==> config.mk <==
export PLATFORM = sky130hd
export DESIGN_NAME = fetch_stage
export DESIGN_NICKNAME = d
export VERILOG_FILES = /design/src/rtl/rv32i_pkg.sv /design/src/rtl/fetch_stage_pc_reg.sv /design/src/rtl/fetch_stage.sv
export SDC_FILE = /design/constraint.sdc
export NUM_CORES = 1
export LEC_CHECK = 0
export ABC_AREA = 0
export BUFFER_PORTS_ARGS = -buffer_cell sky130_fd_sc_hd__buf_2
export CORE_AREA = 2 2 129 131
export CTS_CLUSTER_SIZE = 24
export DETAILED_ROUTE_END_ITERATION = 6
export DIE_AREA = 0 0 131 133
export PLACE_DENSITY = 0.78
export SYNTH_ARGS = -nofsm -noshare
export SYNTH_HDL_FRONTEND = slang
export SYNTH_SLANG_ARGS = --single-unit
==> constraint.sdc <==
create_clock -name clk -period 4.5 [get_ports clk]
set_clock_uncertainty 0.1 [all_clocks]
set_input_delay 0 -clock clk [delete_from_list [all_inputs] [get_ports clk]]
set_output_delay 0 -clock clk [all_outputs]
set_load 0.02 [all_outputs]
==> src/rtl/rv32i_pkg.sv <==
// Shared RV32I definitions: datapath width, reset/bubble constants,
// base opcodes and the IF/ID pipeline register layout.
package rv32i_pkg;

   localparam int          XLEN      = 32;
   localparam logic [31:0] NOP_INSTR = 32'h0000_0013;
   localparam logic [31:0] RESET_PC  = 32'h0000_0000;

   localparam logic [6:0] OP_R      = 7'b0110011;
   localparam logic [6:0] OP_I      = 7'b0010011;
   localparam logic [6:0] OP_LOAD   = 7'b0000011;
   localparam logic [6:0] OP_STORE  = 7'b0100011;
   localparam logic [6:0] OP_BRANCH = 7'b1100011;
   localparam logic [6:0] OP_JAL    = 7'b1101111;
   localparam logic [6:0] OP_JALR   = 7'b1100111;

   typedef struct packed {
      logic [31:0]     instr;
      logic [XLEN-1:0] pc;
      logic [XLEN-1:0] pc4;
      logic            valid;
   } if_id_t;

endpackage

==> src/rtl/fetch_stage_pc_reg.sv <==
// Program counter with +4 increment, redirect/stall selection and a
// registered flag for redirect targets that are not word aligned.
module pc_reg #(
   parameter int              XLEN     = rv32i_pkg::XLEN,
   parameter logic [XLEN-1:0] RESET_PC = rv32i_pkg::RESET_PC
) (
   input  logic            clk,
   input  logic            rst,
   input  logic            i_stall,
   input  logic            i_br_taken,
   input  logic [XLEN-1:0] i_br_target,
   output logic [XLEN-1:0] o_pc,
   output logic [XLEN-1:0] o_pc4,
   output logic            o_misalign
);

   logic [XLEN-1:0] r_pc;
   logic            r_misalign;
   logic [XLEN-1:0] w_pc4;
   logic [XLEN-1:0] w_target;

   // Adder wraps modulo 2^XLEN; the low target bits are dropped, not trapped.
   assign w_pc4    = r_pc + XLEN'(4);
   assign w_target = {i_br_target[XLEN-1:2], 2'b00};

   always_ff @(posedge clk) begin
      if (rst) begin
         r_pc       <= RESET_PC;
         r_misalign <= 1'b0;
      end else begin
         r_misalign <= i_br_taken && (i_br_target[1:0] != 2'b00);
         if (i_br_taken)
            r_pc <= w_target;
         else if (!i_stall)
            r_pc <= w_pc4;
      end
   end

   assign o_pc       = r_pc;
   assign o_pc4      = w_pc4;
   assign o_misalign = r_misalign;

endmodule

==> src/rtl/fetch_stage.sv <==
// IF stage and IF/ID register: presents the PC to a combinational imem,
// captures instr/pc/pc+4 for decode, and counts valid fetches.
module fetch_stage #(
   parameter int              XLEN      = rv32i_pkg::XLEN,
   parameter logic [XLEN-1:0] RESET_PC  = rv32i_pkg::RESET_PC,
   parameter logic [31:0]     NOP_INSTR = rv32i_pkg::NOP_INSTR
) (
   input  logic            clk,
   input  logic            rst,
   input  logic            stall_i,
   input  logic            flush_i,
   input  logic            br_taken_i,
   input  logic [XLEN-1:0] br_target_i,
   output logic [XLEN-1:0] imem_addr_o,
   input  logic [31:0]     imem_rdata_i,
   output logic [31:0]     if_id_instr_o,
   output logic [XLEN-1:0] if_id_pc_o,
   output logic [XLEN-1:0] if_id_pc4_o,
   output logic            if_id_valid_o,
   output logic            misalign_o,
   output logic [31:0]     fetch_cnt_o
);

   import rv32i_pkg::if_id_t;

   logic [XLEN-1:0] w_pc;
   logic [XLEN-1:0] w_pc4;
   if_id_t          r_if_id;
   logic [31:0]     r_fetch_cnt;

   pc_reg #(
      .XLEN     (XLEN),
      .RESET_PC (RESET_PC)
   ) u_pc_reg (
      .clk         (clk),
      .rst         (rst),
      .i_stall     (stall_i),
      .i_br_taken  (br_taken_i),
      .i_br_target (br_target_i),
      .o_pc        (w_pc),
      .o_pc4       (w_pc4),
      .o_misalign  (misalign_o)
   );

   // if_id_valid_o qualifies the IF/ID contents each cycle: 1 means decode
   // must consume the word, 0 means a bubble. There is no ready; back-pressure
   // comes only through stall_i, which freezes PC and IF/ID together.
   always_ff @(posedge clk) begin
      if (rst) begin
         r_if_id     <= '{instr: NOP_INSTR, pc: '0, pc4: '0, valid: 1'b0};
         r_fetch_cnt <= 32'd0;
      end else if (flush_i) begin
         // Bubble still records the PC it displaced, which helps debug traces.
         r_if_id <= '{instr: NOP_INSTR, pc: w_pc, pc4: w_pc4, valid: 1'b0};
      end else if (!stall_i) begin
         r_if_id     <= '{instr: imem_rdata_i, pc: w_pc, pc4: w_pc4, valid: 1'b1};
         r_fetch_cnt <= r_fetch_cnt + 32'd1;
      end
   end

   assign imem_addr_o   = w_pc;
   assign if_id_instr_o = r_if_id.instr;
   assign if_id_pc_o    = r_if_id.pc;
   assign if_id_pc4_o   = r_if_id.pc4;
   assign if_id_valid_o = r_if_id.valid;
   assign fetch_cnt_o   = r_fetch_cnt;

endmodule
# Word level (Yosys, flattened, before mapping)
# Index checks and enable logic that the tools add are counted.
[word_totals]
word_cells = 23
inputBits = 69
out_inout_bits = 162
reg_bits = 162
[op_classes]
n_reduce_logical = 5
bitwise = 2
muxes = 4
n_eq_ne = 2
add_sub_neg = 2
[ops]
columns = ["op", "count"]
rows = [
  ["$mux W65", 2],
  ["$mux W32", 2],
  ["$add A32 B1 Y32 const B", 1],
  ["$add A32 B3 Y32 const B", 1],
  ["$ne A2 B1 Y1 const B", 2],
  ["$reduce_or A2 Y1", 2],
  ["$not A1 Y1", 2],
  ["$reduce_and A2 Y1", 1],
  ["$reduce_bool A2 Y1", 1],
  ["$logic_and A1 B1 Y1", 1],
]

# Longest topological paths before layout
[logic_depth]
ltp_word = 3
ltp_mapped = 8
ltp_nobuf = 5

# Hierarchy
# From an unflattened synthesis, not the netlist that was laid out.
[hier_totals]
cells_unflattened = 883
area_unflattened_um2 = 7264.5
[modules_own_cells]
columns = ["module", "instances", "cells_per_inst", "seq_area_each_um2", "area_each_um2"]
rows = [
  ["fetch_stage", 1, 570, 2582.5, 4923.5],
  ["pc_reg", 1, 313, 620.6, 2341.0],
]

# Worst setup path before layout
# OpenSTA, ideal clock, no wires.
[synth_path]
kind = "reg-to-reg"
from = "register r_fetch_cnt[2], in the netlist fetch_cnt_o[2]"
to = "register r_fetch_cnt[31], in the netlist fetch_cnt_o[31]"
arrival_ns = 2.087
setup_time_ns = 0.123
period_less_slack_ns = 2.310
t_required_ns = 4.277
path_slack_ns = 2.190
path_stages_with_launch = 6
n_path_buf = 1
path_cell_list = "dfxtp_1 or3b_4 or4_4 buf_6 nor4_1 mux2_1"
[synth_between]
elab_chain_len = 1
[synth_lines]
columns = ["element", "line", "source"]
rows = [
  ["start: declaration", "fetch_stage.sv:29", "logic [31:0] r_fetch_cnt;"],
  ["start signal: assignment", "fetch_stage.sv:57", "r_fetch_cnt <= r_fetch_cnt + 32'd1;"],
  ["$add A32 B1 Y32", "fetch_stage.sv:57", ""],
]
# Every way passes these cells.
# A chain may end at the register's enable or synchronous reset.

# Worst setup path in the final report
[layout_path]
from = "register u_pc_reg.r_pc[5], in the netlist u_pc_reg.o_pc[5]"
to = "register u_pc_reg.r_pc[21], in the netlist u_pc_reg.o_pc[21]"
[layout_between]
elab_chain_len = 3
[layout_lines]
columns = ["element", "line", "source"]
rows = [
  ["start: declaration", "fetch_stage_pc_reg.sv:17", "logic [XLEN-1:0] r_pc;"],
  ["start signal: assignment", "fetch_stage_pc_reg.sv:33", "r_pc <= w_target;"],
  ["start signal: assignment", "fetch_stage_pc_reg.sv:35", "r_pc <= w_pc4;"],
  ["$add A32 B3 Y32", "fetch_stage_pc_reg.sv:23", "assign w_pc4 = r_pc + XLEN'(4);"],
  ["$mux W32", "fetch_stage_pc_reg.sv:34", "else if (!i_stall)"],
  ["$mux W32", "fetch_stage_pc_reg.sv:32", "if (i_br_taken)"],
]
# Every way passes these cells. The select of a mux whose other input is x is not followed.

==> flow_summary.json <==
{
  "syn_to_final_growth_pct": 35.7,
  "dieHeight_um": 133,
  "cp.required_ns": 4.70,
  "r2r_setup_slack_ns": 1.37,
  "ys_async_sr_fraction": 0,
  "syn_area_mm2": 0.00705,
  "critPathCaptureType": "register",
  "syn_inst": 835,
  "cts.sinks": 156,
  "critical_path.max_fanout": 15,
  "cts_resized": 0,
  "worst_path_most_repeated_cell": "o31a_1",
  "synth_ff_type": "dfxtp_1",
  "antenna_found_initial": 1,
  "slowest_stage": "or3_1",
  "rows": 47,
  "io_buffers": 224,
  "status": "complete, no violations",
  "dp_hpwl_um": 13700,
  "ys_seq_area_frac": 0.443,
  "start_kind": "register",
  "pre_cts_slack_ns": 1.79,
  "grt_use_total": 0.242,
  "drt_pass1_iterations": 5,
  "start_util": 0.436,
  "powerDensity_mw_per_mm2": 367,
  "core_region_area_mm2": 0.0162,
  "maxSlewViolCount": 0,
  "rr_startpoint": "u_pc_reg.o_pc[5]",
  "post_cts_buffers": 0,
  "holdCritPathClass": "in -> reg",
  "synth_cell_type_count": 53,
  "cts_root_buf": "clkbuf_16",
  "slew_headroom": 0.327,
  "first_global_vias": 6763,
  "arrival_ns": 3.33,
  "place.gp.congestion": 0.883,
  "leakage_nw": 3.96,
  "fin_ws_ns": 1.37,
  "cts_max_level": 4,
  "finish.utilization": 0.592,
  "rsz0062_at_grt": "false",
  "wirelength_um": 21200,
  "die_area_mm2": 0.0174,
  "final-setup-viol-count": 0,
  "wl_per_cell_um": 16.1,
  "vias_per_cell": 5.49,
  "hold_start": "rst",
  "grt_max_degree": 85,
  "die_w_um": 131,
  "drt_iter0_markers": 369,
  "postRouteAntennaNets": 0,
  "cts_buffers": 17,
  "cp_cell_sequence": "nand4_1, or3_1, o31a_1, o31a_1, dlygate4sd3_1",
  "clkSlewWorstSetupHoldPaths_ns": 0.07,
  "postCtsHoldBufs": 75,
  "min_period_ns": 3.13,
  "max_cap_viol_count": 0,
  "worstSetupPathType": "reg -> reg",
  "crit_start": "u_pc_reg.o_pc[5]",
  "worstMarginPinSlew_ns": 1.00,
  "io_pins": 231,
  "max_stage_delay_ns": 0.72,
  "via_count": 7226,
  "synth-edff-count": 0,
  "fin_setup_tns_ns": 0,
  "ys_ff_latch": 156,
  "period_share": 0.695,
  "fmax_ghz": 0.320,
  "clock_latency_ns": 0.42,
  "synth_area_per_cell_um2": 8.45,
  "cts_buffer_depth": 2,
  "grt_pass1_wl_um": 33600,
  "layout.nets": 1154,
  "drive_gt1_frac": 0.245,
  "cts_tree": "yes",
  "drc": 0,
  "yosys_warnings": 0,
  "finalHoldViolCount": 0,
  "ir_drop_v": 0.000250,
  "grt_overflow": 0
}
[final cells by class]
class	instances	area, µm²
Multi-Input combinational cell	594	3580
Inverter	12	45.0
Tap cell	220	275
Sequential cell	156	3120
Fill cell	1394	6600
Clock buffer	19	433
Antenna cell	1	2.50
Clock inverter	13	215
Timing Repair Buffer	302	1900
[Yosys cell counts, drive strengths merged (2+ instances only)]
cell / count / share of area
buf: 23 / 0.018
o31ai: 32 / 0.034
a311oi: 28 / 0.035
and4: 9 / 0.011
and2: 4 / 0.0035
and3: 4 / 0.0035
nand3: 24 / 0.017
xor2: 17 / 0.021
dfxtp: 156 / 0.44
nand4: 22 / 0.021
xnor2: 12 / 0.015
nor4: 15 / 0.013
a211oi: 20 / 0.021
or3: 17 / 0.015
ha: 2 / 0.0035
nor3: 11 / 0.0078
nand2: 91 / 0.048
or2: 3 / 0.0027
o21ai: 18 / 0.013
a2111oi: 2 / 0.0025
o31a: 3 / 0.0037
nor3b: 2 / 0.0021
nand2b: 5 / 0.0044
nor2b: 3 / 0.0027
a21oi: 57 / 0.040
nor2: 103 / 0.055
mux2i: 33 / 0.047
or4: 38 / 0.042
clkbuf: 55 / 0.029
inv: 11 / 0.0059
[state kept, by name, summed over array words and instances, names as in the netlist]
register / count
fetch_cnt_o: 32
if_id_valid_o: 1
if_id_pc_o: 30
u_pc_reg.o_misalign: 1
if_id_instr_o: 32
if_id_pc4_o: 30
u_pc_reg.o_pc: 30
[per-layer routing]
metal | vias to the layer above | global-route usage | wire, µm
met5 | - | 0 | 0
met2 | 264 | 0.396 | 10300
met4 | 0 | 0.108 | 608
met1 | 3383 | 0.294 | 8820
met3 | 47 | 0.0671 | 1470
li1 | 3532 | - | -
[power by group]
| group | leakage, nW | internal [W] | switching (W) |
|---|---|---|---|
| Sequential | 1.28 | 0.00144 | 0.0000690 |
| Clock | 0.300 | 0.000990 | 0.000597 |
| Combinational | 2.38 | 0.000174 | 0.000244 |
[logic make-up (layout without fill, tap and decap cells)]
group | count (synthesis) | count (layout) | synth area share
simple gates | 357 | 357 | 0.258
compound gates | 166 | 166 | 0.156
flops | 156 | 156 | 0.443
buf+inv | 90 | 346 | 0.0543
mux | 34 | 34 | 0.0484
xor+xnor | 29 | 29 | 0.0360
fa+ha+maj | 2 | 2 | 0.00355
other cells | 1 | 7 | 0.000532
[metrics by stage]
stage	cells	area [µm²]	total power [W]	hold slack (ns)
6_report	1317	9570	0.00352	0.0292
5_1_grt	1317	9570	0.00364	0.0535
4_1_cts	1316	9570	0.00354	0.0126
3_5_place_dp	1209	8170	0.00190	0.123
3_3_place_gp	1209	8170	0.00190	0.108
2_1_floorplan	840	7070	0.00177	0.0152
[path summary, 6_finish.rpt]
check / cells after the start / end
worst min register to register: 2 / if_id_pc_o[24]
worst max-delay path: 5 / u_pc_reg.o_pc[21]
worst min-delay path: 2 / fetch_cnt_o[12]
worst max register to register: 5 / u_pc_reg.o_pc[21]
[worst max-delay path, delay by kind of cell (launching register included)]
family | cells | cell delay [ns]
buffers and inverters | 1 | 0.55
flip-flops | 1 | 0.52
AND/OR/NAND/NOR | 2 | 1.27
AO/OA/AOI/OAI | 2 | 0.55
[layout by cell type, fill, tap and decap left out, types with 24 or more instances in the layout]
| cell type | synthesis | routed |
|---|---|---|
| nand2_1 | 91 | 91 |
| a311oi_1 | 28 | 28 |
| dlygate4sd3_1 | 0 | 75 |
| or4_1 | 35 | 35 |
| buf_2 | 11 | 223 |
| mux2i_1 | 33 | 33 |
| a21oi_1 | 57 | 57 |
| nand3_1 | 24 | 24 |
| dfxtp_1 | 156 | 156 |
| nor2_1 | 103 | 103 |
| o31ai_1 | 32 | 32 |
Note: power is estimated with default switching activity, not from simulation.
